===== src/rtl/multiplication_pkg.sv =====
// Shared types and constants for the sequential shift-add multiplier.
//   state_t      : controller states IDLE / OP / DONE
//   DEFAULT_N    : default operand width
//   count_width(): width of the iteration counter for a given operand width
package multiplication_pkg;

  typedef enum logic [1:0] {
    IDLE = 2'd0,
    OP   = 2'd1,
    DONE = 2'd2
  } state_t;

  localparam int unsigned DEFAULT_N = 32;

  // The counter holds N-1 at most, which always fits in $clog2(N) bits for N >= 2.
  function automatic int unsigned count_width(input int unsigned n);
    return (n < 2) ? 1 : $clog2(n);
  endfunction

endpackage


===== src/rtl/multiplication.sv =====
// Sequential radix-2 shift-add unsigned multiplier, N x N -> 2N bits in N iterations.
// Shares the start/done handshake of the divider.
//
// Ports:
//   clk_i          clock, rising edge
//   reset_ni       asynchronous active-low reset
//   start_i        request, sampled only while ready_o is high
//   multiplicand_i operand A, captured on the accepting edge
//   multiplier_i   operand B, captured on the accepting edge
//   ready_o        high in IDLE
//   done_o         one-cycle pulse when product_o becomes valid
//   product_o      A*B, stable from done_o until the next accepted start
//
// Build option: MULTIPLICATION_ZERO_SKIP_EN finishes in one cycle when either operand is zero.
module multiplication
  import multiplication_pkg::*;
#(
  parameter int unsigned N = DEFAULT_N
) (
  input  logic             clk_i,
  input  logic             reset_ni,
  input  logic             start_i,
  input  logic [N-1:0]     multiplicand_i,
  input  logic [N-1:0]     multiplier_i,
  output logic             ready_o,
  output logic             done_o,
  output logic [2*N-1:0]   product_o
);

  localparam int unsigned CW = count_width(N);

  state_t           state_q, state_d;
  logic [N-1:0]     mcand_q, mcand_d;
  logic [2*N-1:0]   p_q, p_d;
  logic [CW-1:0]    count_q, count_d;
  logic [N:0]       sum;

  // One N+1-bit adder: upper half of P plus the multiplicand when the current LSB is set.
  assign sum = {1'b0, p_q[2*N-1:N]} + {1'b0, (p_q[0] ? mcand_q : {N{1'b0}})};

  // State register
  always_ff @(posedge clk_i or negedge reset_ni) begin
    if (!reset_ni) begin
      state_q <= IDLE;
      mcand_q <= '0;
      p_q     <= '0;
      count_q <= '0;
    end else begin
      state_q <= state_d;
      mcand_q <= mcand_d;
      p_q     <= p_d;
      count_q <= count_d;
    end
  end

  // Next-state and datapath
  always_comb begin
    state_d = state_q;
    mcand_d = mcand_q;
    p_d     = p_q;
    count_d = count_q;
    unique case (state_q)
      IDLE: begin
        if (start_i) begin
`ifdef MULTIPLICATION_ZERO_SKIP_EN
          if ((multiplicand_i == '0) || (multiplier_i == '0)) begin
            mcand_d = multiplicand_i;
            p_d     = '0;
            count_d = '0;
            state_d = DONE;
          end else begin
            mcand_d = multiplicand_i;
            p_d     = {{N{1'b0}}, multiplier_i};
            count_d = CW'(N - 1);
            state_d = OP;
          end
`else
          mcand_d = multiplicand_i;
          p_d     = {{N{1'b0}}, multiplier_i};
          count_d = CW'(N - 1);
          state_d = OP;
`endif
        end
      end
      OP: begin
        // Right shift with the adder carry entering the MSB.
        p_d = {sum, p_q[N-1:1]};
        if (count_q == '0) begin
          state_d = DONE;
        end else begin
          count_d = count_q - 1'b1;
        end
      end
      DONE: begin
        state_d = IDLE;
      end
      default: begin
        state_d = IDLE;
      end
    endcase
  end

  // Outputs are pure decodes of registered state.
  always_comb begin
    ready_o   = (state_q == IDLE);
    done_o    = (state_q == DONE);
    product_o = p_q;
  end

endmodule


===== config.mk =====
export PLATFORM = sky130hd
export DESIGN_NAME = multiplication
export DESIGN_NICKNAME = d
export VERILOG_FILES = /design/src/rtl/multiplication_pkg.sv /design/src/rtl/multiplication.sv
export SDC_FILE = /design/constraint.sdc
export NUM_CORES = 1
export LEC_CHECK = 0
export CORE_UTILIZATION = 40
export CTS_CLUSTER_DIAMETER = 30
export CTS_CLUSTER_SIZE = 25
export DETAILED_ROUTE_END_ITERATION = 8
export PLACE_DENSITY = 0.73
export SLEW_MARGIN = 20
export SYNTH_ARGS = -nofsm -noshare
export SYNTH_HDL_FRONTEND = slang
export SYNTH_SLANG_ARGS = --single-unit

===== constraint.sdc =====
create_clock -name clk_i -period 4.7 [get_ports clk_i]
set_input_delay 0.94 -clock clk_i [delete_from_list [all_inputs] [get_ports clk_i]]
set_output_delay 0.94 -clock clk_i [all_outputs]
set_load 0.05 [all_outputs]

* After elaboration in Yosys (flattened, before gate mapping) *
Cells that the tools add are included.
Widths: inputs -> output; s select.

word-level totals
  bits in registers = 103
  bits in latches = 0
  RAM bits = 0
  ROM bits = 0
  input bits = 67
  word-level logic and storage cells = 27
  memories kept = 0

cells by class
  $add $sub $neg = 2
  multipliers = 0
  divide/modulo/power cells = 0
  $lt $le $gt $ge = 0
  eq/ne operators = 5
  shifts and indexed selects = 0
  mux-type cells = 9
  bitwise operators = 0
  reduce and logical (&&, ||, !) cells = 7

operators by type and width
  cell                 number
  $pmux 64 s2          1
  $mux 64              1
  $add 32x32->33       1
  $mux 32              1
  $mux 5               2
  $pmux 5 s2           1
  $ne 2x2->1 const B   3
  $reduce_and 2->1     3
  $logic_not 5->1      1
  $sub 5x1->5 const B  1
  $mux 2               2
  $pmux 2 s2           1
  $reduce_and 3->1     1
  $eq 2x1->1 const B   1
  $eq 2x2->1 const B   1
  $logic_not 2->1      1
  $reduce_bool 2->1    1

* Depth between registers and ports, before layout *
Gate-level depths: netlist of run 1.

  word-level depth = 3
  depth in mapped cells = 11
  gate-level depth less buffers = 11

* Least setup slack after synthesis of run 1 *
No wires, ideal clock.

  path kind = flip-flop to flip-flop
  start = register p_q[0] (netlist: product_o[0])
  end = register p_q[57] (netlist: product_o[57])
  library setup time = 0.122 ns
  arrival time = 2.870 ns
  required time = 4.578 ns
  path slack = 1.709 ns
  stages on the path, launching flop included = 11
  buffers on the path = 1
  cells stage by stage = dfrtp_1 -> clkbuf_1 -> and2_1 -> ha_1 -> a211oi_2 -> o21bai_2 -> or3_4 -> a31oi_4 -> nor3_2 -> or3_1 -> a32o_1

between the ends
  longest elaborated chain between the ends = 3

RTL lines
  item                      RTL line              text
  start: declaration        multiplication.sv:34  logic [2*N-1:0] p_q, p_d;
  start signal: assignment  multiplication.sv:51  p_q <= p_d;
  $mux 32                   multiplication.sv:39  assign sum = {1'b0, p_q[2*N-1:N]} + {1'b0, (p_q[0] ? mcand_q : {N{1'b0}})};
  $add 32x32->33            multiplication.sv:39
  $pmux 64 s2               multiplication.sv:62  unique case (state_q)

Every way passes these cells.
A chain may end at the register's enable or synchronous reset.

* Worst setup path in the final report of run 1 *
  start = register p_q[0] (netlist: product_o[0])
  end = register p_q[55] (netlist: product_o[55])

The elaborated chain is that of the path after synthesis.

==> metrics.md, run 1 <==
| Metric | Value |
|---|---|
| Postcts setup bufs | 0 |
| Ys async rst share | 100% |
| Reg2reg setup slack | 1.24 ns |
| Synth Net Count | 848 |
| Met2 Track Usage GR | 33.3% |
| Register bit total from synthesis | 103 |
| CP endpoint kind | flop |
| RSZ-0062 raised after global routing | no |
| Max Fanout on Critical Path | 35 |
| Global-route wire length before repair | 27700 µm |
| Mean post-synth cell area | 8.52 µm² |
| Ranking of synthesized cells by area | dfrtp_1 (41%), nand2_1 (8.6%), ha_1 (6.7%) |
| Final nets | 951 |
| DRT iter0 DRCs | 346 |
| Slew HR | 30.8% |
| Initial core utilization | 41.4% |
| Largest net degree at the start of global routing | 73 |
| Clk Latency, worst-skew pair | 0.37 ns |
| Synth Instances | 746 |
| Routed wire length | 16400 µm |
| Hold Crit Start | mcand_q[4] |
| Die area | 16400 µm² |
| Yosys top cell by area | dfrtp_1 |
| Residual DRC count | 0 |
| Synth top area share | 40.5% |
| Number of synthesized flops with an enable pin | 0 |
| Reg2reg start | product_o[0] |
| Fillers | 1432 |
| GR Overflow Total | 0 |
| Die X | 128 µm |
| Std-Cell Core Area | 15400 µm² |
| Peak VDD IR | 0.411 mV |
| Maxcap violations | 0 |
| Leakage | 3.66 nW |
| Pre-CTS setup slack | 1.37 ns |
| Fin worst setup slack | 1.24 ns |
| Mapped cell area | 6360 µm² |
| Sequential area share after synthesis | 40.5% |
| Vias in the first global route | 5582 |
| Power Dens Cells | 761 nW/µm² |
| Hold Crit Class | reg2reg |
| Critical path class | reg2reg |
| Gpl congestion | 0.945 |
| Clk sinks | 103 |
| Routed wire length per instance | 15.4 µm |
| Reg clk slew, reported paths | 0.09 ns |
| CP max-delay cell | dfrtp_1 |
| Cells resized by post-CTS repair | 0 |
| Placement Rows | 45 |
| Share of cells above drive strength 1 | 5.39% |
| Root buf cell | clkbuf_16 |
| Max incr delay on CP | 1.03 ns |
| Worst slew pin tran | 1.04 ns |
| P&R area growth vs syn | 28.6% |
| Critical path startpoint category | flop |
| Final setup viols | 0 |
| Ys flop type | dfrtp_1 |
| Setup tns final | 0 ns |
| Reg2reg end | product_o[55] |
| CP arrival | 3.74 ns |
| Post-CTS Hold Buffers | 0 |
| Critical path data required time | 4.98 ns |
| Max-slew violation count | 0 |
| PortBufs | 132 |
| H-tree Lvls | 3 |
| Status | finished, final reports clean |
| Via count | 5619 |
| DR pass1 iterations | 5 |
| Inserted Diodes | 0 |
| GR Util All Layers | 21.1% |
| Cell area after layout | 8180 µm² |
| Vias/cell | 5.28 |
| # IOs | 133 |
| Worst Hold Depth | 2 |
| Deepest clock path buffer count | 2 |
| Final ANT Viol Nets | 0 |
| Tmin final | 3.46 ns |
| Crit-path cells | and2_1, ha_1, inv_1, fa_1, nor2b_1, o2111ai_1, nand4bb_1, a41oi_2, a211o_1, mux2_1, o211ai_1 |
| Ys Warns | 0 |
| Die Y | 128 µm |
| GR Util met3 | 5.47% |
| GRT busiest layer | met2 |
| Met1 Track Usage GR | 28.7% |
| TritonCTS clock tree | yes |
| Fin. Hold Viols | 0 |
| TritonCTS Buffers | 9 |
| Worst Hold End | mcand_q[4] |
| Fmax | 289 MHz |
| Worst-case reg-to-reg path depth | 11 |
| Post-DP Area | 7840 µm² |
| Initial antenna violation count | 0 |
| DP HPWL | 11500 µm |
| Final setup skew | 0.0153 ns |
| Netlist cell types | 64 |
| Fin crit share | 73.6% |
==> synthesized netlist by cell type (9+ instances only) <==
library cell	number
dfrtp_1	103
nand4_1	12
ha_1	34
a21o_1	14
inv_1	10
a21oi_1	65
a22oi_1	34
xnor2_1	13
xor2_1	12
o21ai_0	9
nor2b_1	37
and2_1	33
nor2_1	18
nand2_1	146
nand3_1	10
o21ai_1	60
clkbuf_1	47
==> report_power, final <==
| part | internal, mW | switching, mW | leakage [nW] |
|---|---|---|---|
| combinational | 1.37 | 2.29 | 2.21 |
| sequential | 1.31 | 0.399 | 1.28 |
| clock | 0.480 | 0.374 | 0.165 |
| total | 3.16 | 3.06 | 3.66 |
==> flip-flops by register name (all words and copies together) (netlist names) <==
signal     count
product_o     64
mcand_q       32
count_q        5
state_q        2
==> layout make-up <==
type | count | area, µm² | share of cell area, %
multi-input combinational | 581 | 3560 | 43.5
tap | 211 | 264 | 3.23
timing repair buffer | 142 | 1390 | 17.0
sequential | 103 | 2580 | 31.5
clock inverter | 7 | 114 | 1.39
clock buffer | 9 | 225 | 2.75
inverter | 12 | 45.0 | 0.551
==> per-stage QoR <==
stage | hold WS, ns | cells | utilization, % | total power [mW]
3_3_place_gp | 0.456 | 1049 | 51.0 | 5.32
2_1_floorplan | 0.438 | 746 | - | 4.27
3_5_place_dp | 0.456 | 1049 | 51.0 | 5.38
5_1_grt | 0.498 | 1065 | 53.2 | 6.65
4_1_cts | 0.474 | 1065 | 53.2 | 6.25
6_report | 0.474 | 1065 | 53.2 | 6.22
==> cells by family (layout without fill, tap and decap cells) <==
| logic type | after synthesis | count (layout) | share of synthesized area (%) |
|---|---|---|---|
| AOI/OAI and AO/OA | 231 | 231 | 23.0 |
| xor gates and xnor gates | 25 | 25 | 3.44 |
| adders and majority gates | 35 | 35 | 7.01 |
| buffers and inverters | 62 | 170 | 3.70 |
| DFF | 103 | 103 | 40.5 |
| muxes | 3 | 3 | 0.512 |
| and+or+nand+nor | 287 | 287 | 21.8 |
==> worst max-delay path by stage <==
stage | from | to | slack [ns] | cells past startpoint
after floorplan | product_o[0] | product_o[57] | 1.71 | 10
after global placement | product_o[0] | product_o[55] | 1.49 | 11
after detailed placement | product_o[0] | product_o[55] | 1.37 | 11
after CTS | product_o[0] | product_o[55] | 1.31 | 11
after global routing | product_o[0] | product_o[55] | 1.13 | 11
final | product_o[0] | product_o[55] | 1.24 | 11
==> placed cells by master (no fill, tap or decap), types with 4 or more instances in the layout <==
cell type	netlist	routed
nand2_1	146	146
clkdlybuf4s50_1	0	131
dfrtp_1	103	103
a21oi_1	65	65
o21ai_1	60	60
nor2b_1	37	36
a22oi_1	34	34
ha_1	34	34
and2_1	33	33
nor2_1	18	17
a21o_1	14	14
xnor2_1	13	13
nand4_1	12	12
xor2_1	12	12
buf_4	0	11
inv_1	10	10
nand3_1	10	10
o21ai_0	9	9
clkbuf_16	0	9
nor3_1	7	7
nand2b_1	6	6
o31ai_1	5	5
o21a_1	4	4
a211o_1	4	4
a31oi_1	4	4
==> worst max-delay path, delay by kind of cell, from the launching register on <==
kind	cells	cell delay (ns)
compound gates	4	0.81
fa+ha+maj	2	0.55
buf+inv	1	0.05
flops	1	1.03
mux	1	0.34
simple gates	3	0.58
==> metal layers <==
layer  vias up  wire [µm]
li1       2818          -
met1      2638       7990
met2       149       7160
met3        14       1070
met4         0        185
met5         -          0
Note: power is estimated with default switching activity, not from simulation.
==> run 2: changes to the inputs <==
--- a/config.mk
+++ b/config.mk
@@ -9,7 +9,7 @@
 export CTS_CLUSTER_DIAMETER = 30
 export CTS_CLUSTER_SIZE = 25
 export DETAILED_ROUTE_END_ITERATION = 8
-export PLACE_DENSITY = 0.73
+export PLACE_DENSITY = 0.76
 export SLEW_MARGIN = 20
 export SYNTH_ARGS = -nofsm -noshare
 export SYNTH_HDL_FRONTEND = slang
==> constraint.sdc (replaced) <==
create_clock -name clk_i -period 3.1 [get_ports clk_i]
set_input_delay 0.62 -clock clk_i [delete_from_list [all_inputs] [get_ports clk_i]]
set_output_delay 0.62 -clock clk_i [all_outputs]
set_load 0.05 [all_outputs]
==> run 2 against run 1 <==
  * Largest cell class unchanged
  * Core utilization increased by 0.22 points
  * Clock skew fell by 0.0046 ns
  * Combinational power is 55% higher
  * First-iteration DRC count shrank 14%
  * Register-to-register slack lost 1.0 ns
==> metrics.md, run 2 (same netlist as run 1, synthesis figures left out) <==
| Metric | Value |
|---|---|
| Initial core utilization | 41.4% (unchanged) |
| Met3 wire length | 1140 µm (+6.0%) |
| Leakage | 3.68 nW (+0.77%) |
| Reg2reg setup slack | 0.20 ns (-1.04 ns) |
| Deepest clock path buffer count | 2 (unchanged) |
| Die Y | 128 µm (unchanged) |
| Vias in the first global route | 5570 (-0.21%) |
| Clock network fraction of total power | 12.6% (-1.1 points) |
| H-tree Lvls | 3 (unchanged) |
| Residual DRC count | 0 (unchanged) |
| Max incr delay on CP | 0.50 ns (-0.53 ns) |
| Clk Latency, worst-skew pair | 0.36 ns (about the same) |
| GR Util All Layers | 21.3% (+0.27 points) |
| Critical path data required time | 3.35 ns (-1.63 ns) |
| Reg clk slew, reported paths | 0.07 ns (-0.02 ns) |
| Peak VDD IR | 0.639 mV (+55%) |
| Global-route wire length before repair | 27700 µm (+0.12%) |
| Largest net degree at the start of global routing | 44 (-40%) |
| Gpl congestion | 0.903 (-4.4%) |
| Area of the multi-input gates | 3560 µm² (unchanged) |
| Placement Rows | 45 (unchanged) |
| Clk sinks | 103 (unchanged) |
| Reg power frac | 26.9% (-0.6 points) |
| Post-DP Area | 7910 µm² (+0.89%) |
| TritonCTS clock tree | yes |
| Most frequent cells in the layout | nand2_1 (146), clkdlybuf4s50_1 (130), dfrtp_1 (102), a21oi_1 (65), o21ai_1 (60) |
| Setup tns final | 0 ns (unchanged) |
| Final ANT Viol Nets | 0 (unchanged) |
| Power Dens Cells | 1150 nW/µm² (+51%) |
| Final nets | 959 (+0.84%) |
| DP HPWL | 12100 µm (+4.6%) |
| Via count | 5736 (+2.1%) |
| CP most frequent cell | a21o_1 |
| Postcts setup bufs | 0 (unchanged) |
| Status | finished, final reports clean |
| Vias/cell | 5.35 (+1.3%) |
| Dpl cells | 1057 (+0.76%) |
| Slew HR | 60.9% (+30 points) |
| Cell area after layout | 8210 µm² (+0.41%) |
| Fmax | 345 MHz (+19%) |
| Comb pwr share | 60.5% (+1.7 points) |
| Critical path startpoint category | flop |
| Die area | 16400 µm² (unchanged) |
| Critical path class | reg2reg |
| PortBufs | 132 (unchanged) |
| Max reg flops | 64 (unchanged) |
| Root buf cell | clkbuf_16 |
| Register Area | 2580 µm² (about the same) |
| Maxcap violations | 0 (unchanged) |
| Die X | 128 µm (unchanged) |
| Crit-path cells | buf_4, and2_1, ha_1, a21o_1, a21o_1, a21oi_2, nand2_1, a21o_4, or3_1, a32o_1 |
| P&R area growth vs syn | 29.2% |
| RSZ-0062 raised after global routing | no |
| CP endpoint kind | flop |
| Share of cells above drive strength 1 | 6.50% (+1.1 points) |
| Top routing layer in use | met4 |
| Routed wire length | 16700 µm (+1.8%) |
| Std-Cell Core Area | 15400 µm² (unchanged) |
| Fin. Hold Viols | 0 (unchanged) |
| CP max-delay cell | dfrtp_2 |
| Routed wire length per instance | 15.6 µm (+1.0%) |
| Final Instance Count excl. Fillers | 1073 (+0.75%) |
| Pint | 4.75 mW (+50%) |
| Max-slew violation count | 0 (unchanged) |
| Hold Crit Class | in2async |
| Max Fanout on Critical Path | 20 (-43%) |
| Fin worst setup slack | 0.200 ns (-1.04 ns) |
| Met2 WL post-DR | 7540 µm (+5.3%) |
| Most common cell after layout, fill and taps aside | nand2_1 |
| DRT iter0 DRCs | 298 (-14%) |
| Hold slack | 0.224 ns (-0.250 ns) |
| DR pass1 iterations | 5 (unchanged) |
| Tmin final | 2.90 ns (-0.559 ns) |
| TritonCTS Buffers | 9 (unchanged) |
| Layout Utilization | 53.4% (+0.22 points) |
| Reg2reg end | product_o[57] |
| Cells resized by post-CTS repair | 0 (unchanged) |
| GR Overflow Total | 0 (unchanged) |
| CP arrival | 3.15 ns (-0.59 ns) |
| Final setup skew | 0.0107 ns (-0.00464 ns) |
| Sw Pwr | 4.67 mW (+52%) |
| Final setup viols | 0 (unchanged) |
| Pre-CTS setup slack | 0.122 ns (-1.25 ns) |
| Total power draw | 9.41 mW (+51%) |
| Fillers | 1433 (+0.070%) |
| Worst slew pin tran | 0.585 ns (-0.453 ns) |
| Inserted Diodes | 0 (unchanged) |
| Met1 wire length | 7810 µm (-2.2%) |
| Post-CTS Hold Buffers | 0 (unchanged) |
| Initial antenna violation count | 0 (unchanged) |
| Worst-case reg-to-reg path depth | 10 (-1) |
| Reg2reg start | product_o[0] |
| Fin crit share | 93.5% (+20 points) |
| # IOs | 133 (unchanged) |
| Sw Share | 49.6% (+0.35 points) |
run 2: changes by cell type in the layout (fill, tap and decap cells not counted), sizes merged:
cell / previous run / this run
buf: 11 / 20
bufinv: 2 / 1
clkdlybuf4s50: 131 / 130
clkinvlp: 0 / 1
run 2: how the worst max path moves through the flow:
stage	start	end	slack [ns]	cells past startpoint
final	product_o[0]	product_o[57]	0.20	10
after global routing	product_o[0]	product_o[57]	0.05	10
after CTS	product_o[0]	product_o[57]	0.1	10
after detailed placement	product_o[0]	product_o[57]	0.12	10
after global placement	product_o[0]	product_o[57]	0.22	10
after floorplan	product_o[0]	product_o[57]	0.11	10
run 2: cell type report:
| type | instances | area share [%] |
|---|---|---|
| repair buffers | 150 | 17.8 |
| well taps | 211 | 3.21 |
| clock inverters | 7 | 0.929 |
| inverters | 12 | 0.548 |
| clock buffers | 9 | 2.74 |
| multi-input cells | 581 | 43.3 |
| flip-flops and latches | 103 | 31.4 |
run 2: power groups by stage:
stage,Clock [mW],Combinational (mW),Sequential (mW)
2_1_floorplan,0,2.74,3.73
3_3_place_gp,0,5.59,2.55
3_5_place_dp,0,5.68,2.54
4_1_cts,1.21,5.70,2.53
5_1_grt,1.26,6.20,2.62
6_report,1.19,5.69,2.53
run 2: routing by layer:
| layer | vias up | GRT usage, % |
|---|---|---|
| li1 | 2833 | - |
| met1 | 2739 | 28.1 |
| met2 | 146 | 33.8 |
| met3 | 18 | 6.68 |
| met4 | 0 | 5.81 |
| met5 | - | 0 |
run 2: critical path: cells and delay by family (launching register included):
| family | cells | cell delay, ns |
|---|---|---|
| AOI/OAI and AO/OA | 5 | 1.09 |
| and+or+nand+nor | 3 | 0.59 |
| DFF | 1 | 0.50 |
| adders and majority gates | 1 | 0.36 |
| buffers and inverters | 1 | 0.23 |
==> edit (config.mk and constraints of run 2) <==
Build with the macro `MULTIPLICATION_ZERO_SKIP_EN` defined.
--- a/src/rtl/multiplication.sv
+++ b/src/rtl/multiplication.sv
@@ -12,6 +12,8 @@
 //   product_o      A*B, stable from done_o until the next accepted start
 //
 // Build option: MULTIPLICATION_ZERO_SKIP_EN finishes in one cycle when either operand is zero.
+`define MULTIPLICATION_ZERO_SKIP_EN
+
 module multiplication
   import multiplication_pkg::*;
 #(
Function: changed (a bounded check fails within 4 cycles, from zero or initial values and one cycle with reset_ni low).
==> edit against run 2 <==
Die area is 3.0% lower; wire length shrank 0.43%; count of clock-buffer cells in the layout up 4; clock power fell by 12%; sequential share of layout area rose by 0.61 points; total power rose by 3.4%; sequential cell count is the same; design area decreased by 2.0%; worst setup slack got worse by 13 ps; area after synthesis down 3.0%; largest power group unchanged.
==> edit: results (changes against run 2) <==
global_routing:
  grt_util_met3_pct: 4.84  # -1.8 points
  gr-usage-met1_pct: 30.3  # +2.2 points
  grt_start_max_net_pins: 70  # +59%
  gr-usage-all-layers_pct: 21.8  # +0.47 points
  met2_usage_pct: 34.0  # +0.24 points
  first_global_vias: 5406  # -2.9%
  grt_pass1_wl_mm: 27.7  # -0.32%
finish:
  largest_register_ffs: 64  # unchanged
  fillers: 1361  # -5.0%
  nets: 892  # -7.0%
  drive_gt1_share_pct: 9.43  # +2.9 points
synthesis:
  synth_xor_area_share_pct: 2.98  # -0.46 points
  synthAdderAreaFrac_pct: 7.22  # +0.22 points
  synth_area_leaders: "dfrtp_1 (42%), ha_1 (6.9%), o21ai_0 (6.5%)"
  synth_compound_area_share_pct: 21.9  # -1.0 points
  synthTopCellsByCount: "dfrtp_1 (103), nand2_1 (93), o21ai_0 (80)"
  netlist-cell-type-count: 56  # -13%
  yosysSeqAreaShare_pct: 41.8  # +1.3 points
  ys.flop_type: "dfrtp_1"
  synth_nets: 763  # -10%
  synthMuxAreaShare_pct: 6.17  # +5.7 points
power:
  vdd_ir_drop_max_mv: 0.654  # +2.4%
  power.density_nw_per_um2: 1210  # +5.5%
  seq-power_uw: 2540  # about the same
  comb-power_uw: 6140  # +7.9%
  p_leak_uw: 0.00343  # -7.0%
  power.switching_uw: 4780  # +2.4%
routing:
  wl_met3_mm: 1.13  # -0.44%
  met1Wirelength_mm: 7.87  # +0.70%
  wire_per_inst_um: 16.9  # +8.7%
  vias: 5580  # -2.7%
  drtIter0Drc: 316  # +6.0%
  routed-wl-met2_mm: 7.42  # -1.7%
  drt_first_pass_iters: 7  # +2
cts:
  h-tree-depth: 3  # unchanged
  cts_root_buf: "clkbuf_16"
  clk_latency_ps: 360  # about the same
  cts_setup_buffers: 0  # unchanged
  cts_buffer_depth: 2  # unchanged
  clk_pin_slew_ps: 70  # about the same
sta:
  worstMarginPinSlew_ps: 690  # +105 ps
  skew_ps: 12.7  # +1.97 ps
setup_path:
  cp-end-kind: "register"
  r2r_end: "product_o[62]$_DFFE_PN0P_"
  crit_path_top_delay_cell: "dfrtp_1"
  critPathMaxFanout: 17  # -15%
  slowest_delay_ps: 390  # -110 ps
place:
  port-buffer-count: 132  # unchanged
  place.gp.congestion: 0.890  # -1.5%
  place_hpwl_mm: 12.3  # +1.8%
run_status:
  status: "complete, no violations"
edit: changes by cell type in the layout (fill, tap and decap cells not counted), sizes merged, moves of 4 or more:
cell / run 2 / this run
a211o: 4 / 0
a21oi: 67 / 35
a32o: 1 / 6
and2: 33 / 38
clkbuf: 9 / 13
mux2: 2 / 32
nand2: 146 / 93
nand4: 12 / 7
nor2b: 37 / 3
nor4: 3 / 18
o21ai: 69 / 80
o21bai: 4 / 8
xnor2: 13 / 8
edit: metrics by stage:
step	util (%)	instance area, um2	hold slack, ps	instances	setup slack, ps
2_1_floorplan	-	6170	324	661	81.3
3_3_place_gp	51.3	7770	480	966	204
3_5_place_dp	51.3	7770	489	966	162
4_1_cts	53.0	8030	221	982	163
5_1_grt	53.2	8050	248	983	22.5
6_report	53.2	8050	213	983	187
edit: layout make-up:
cell class                 instances  area share (%)
clock buffer                      13            2.98
clock inverter                     3           0.233
inverter                          11           0.513
multi-input combinational        514            42.9
sequential                       103            32.0
tap                              188            2.92
timing repair buffer             151            18.5
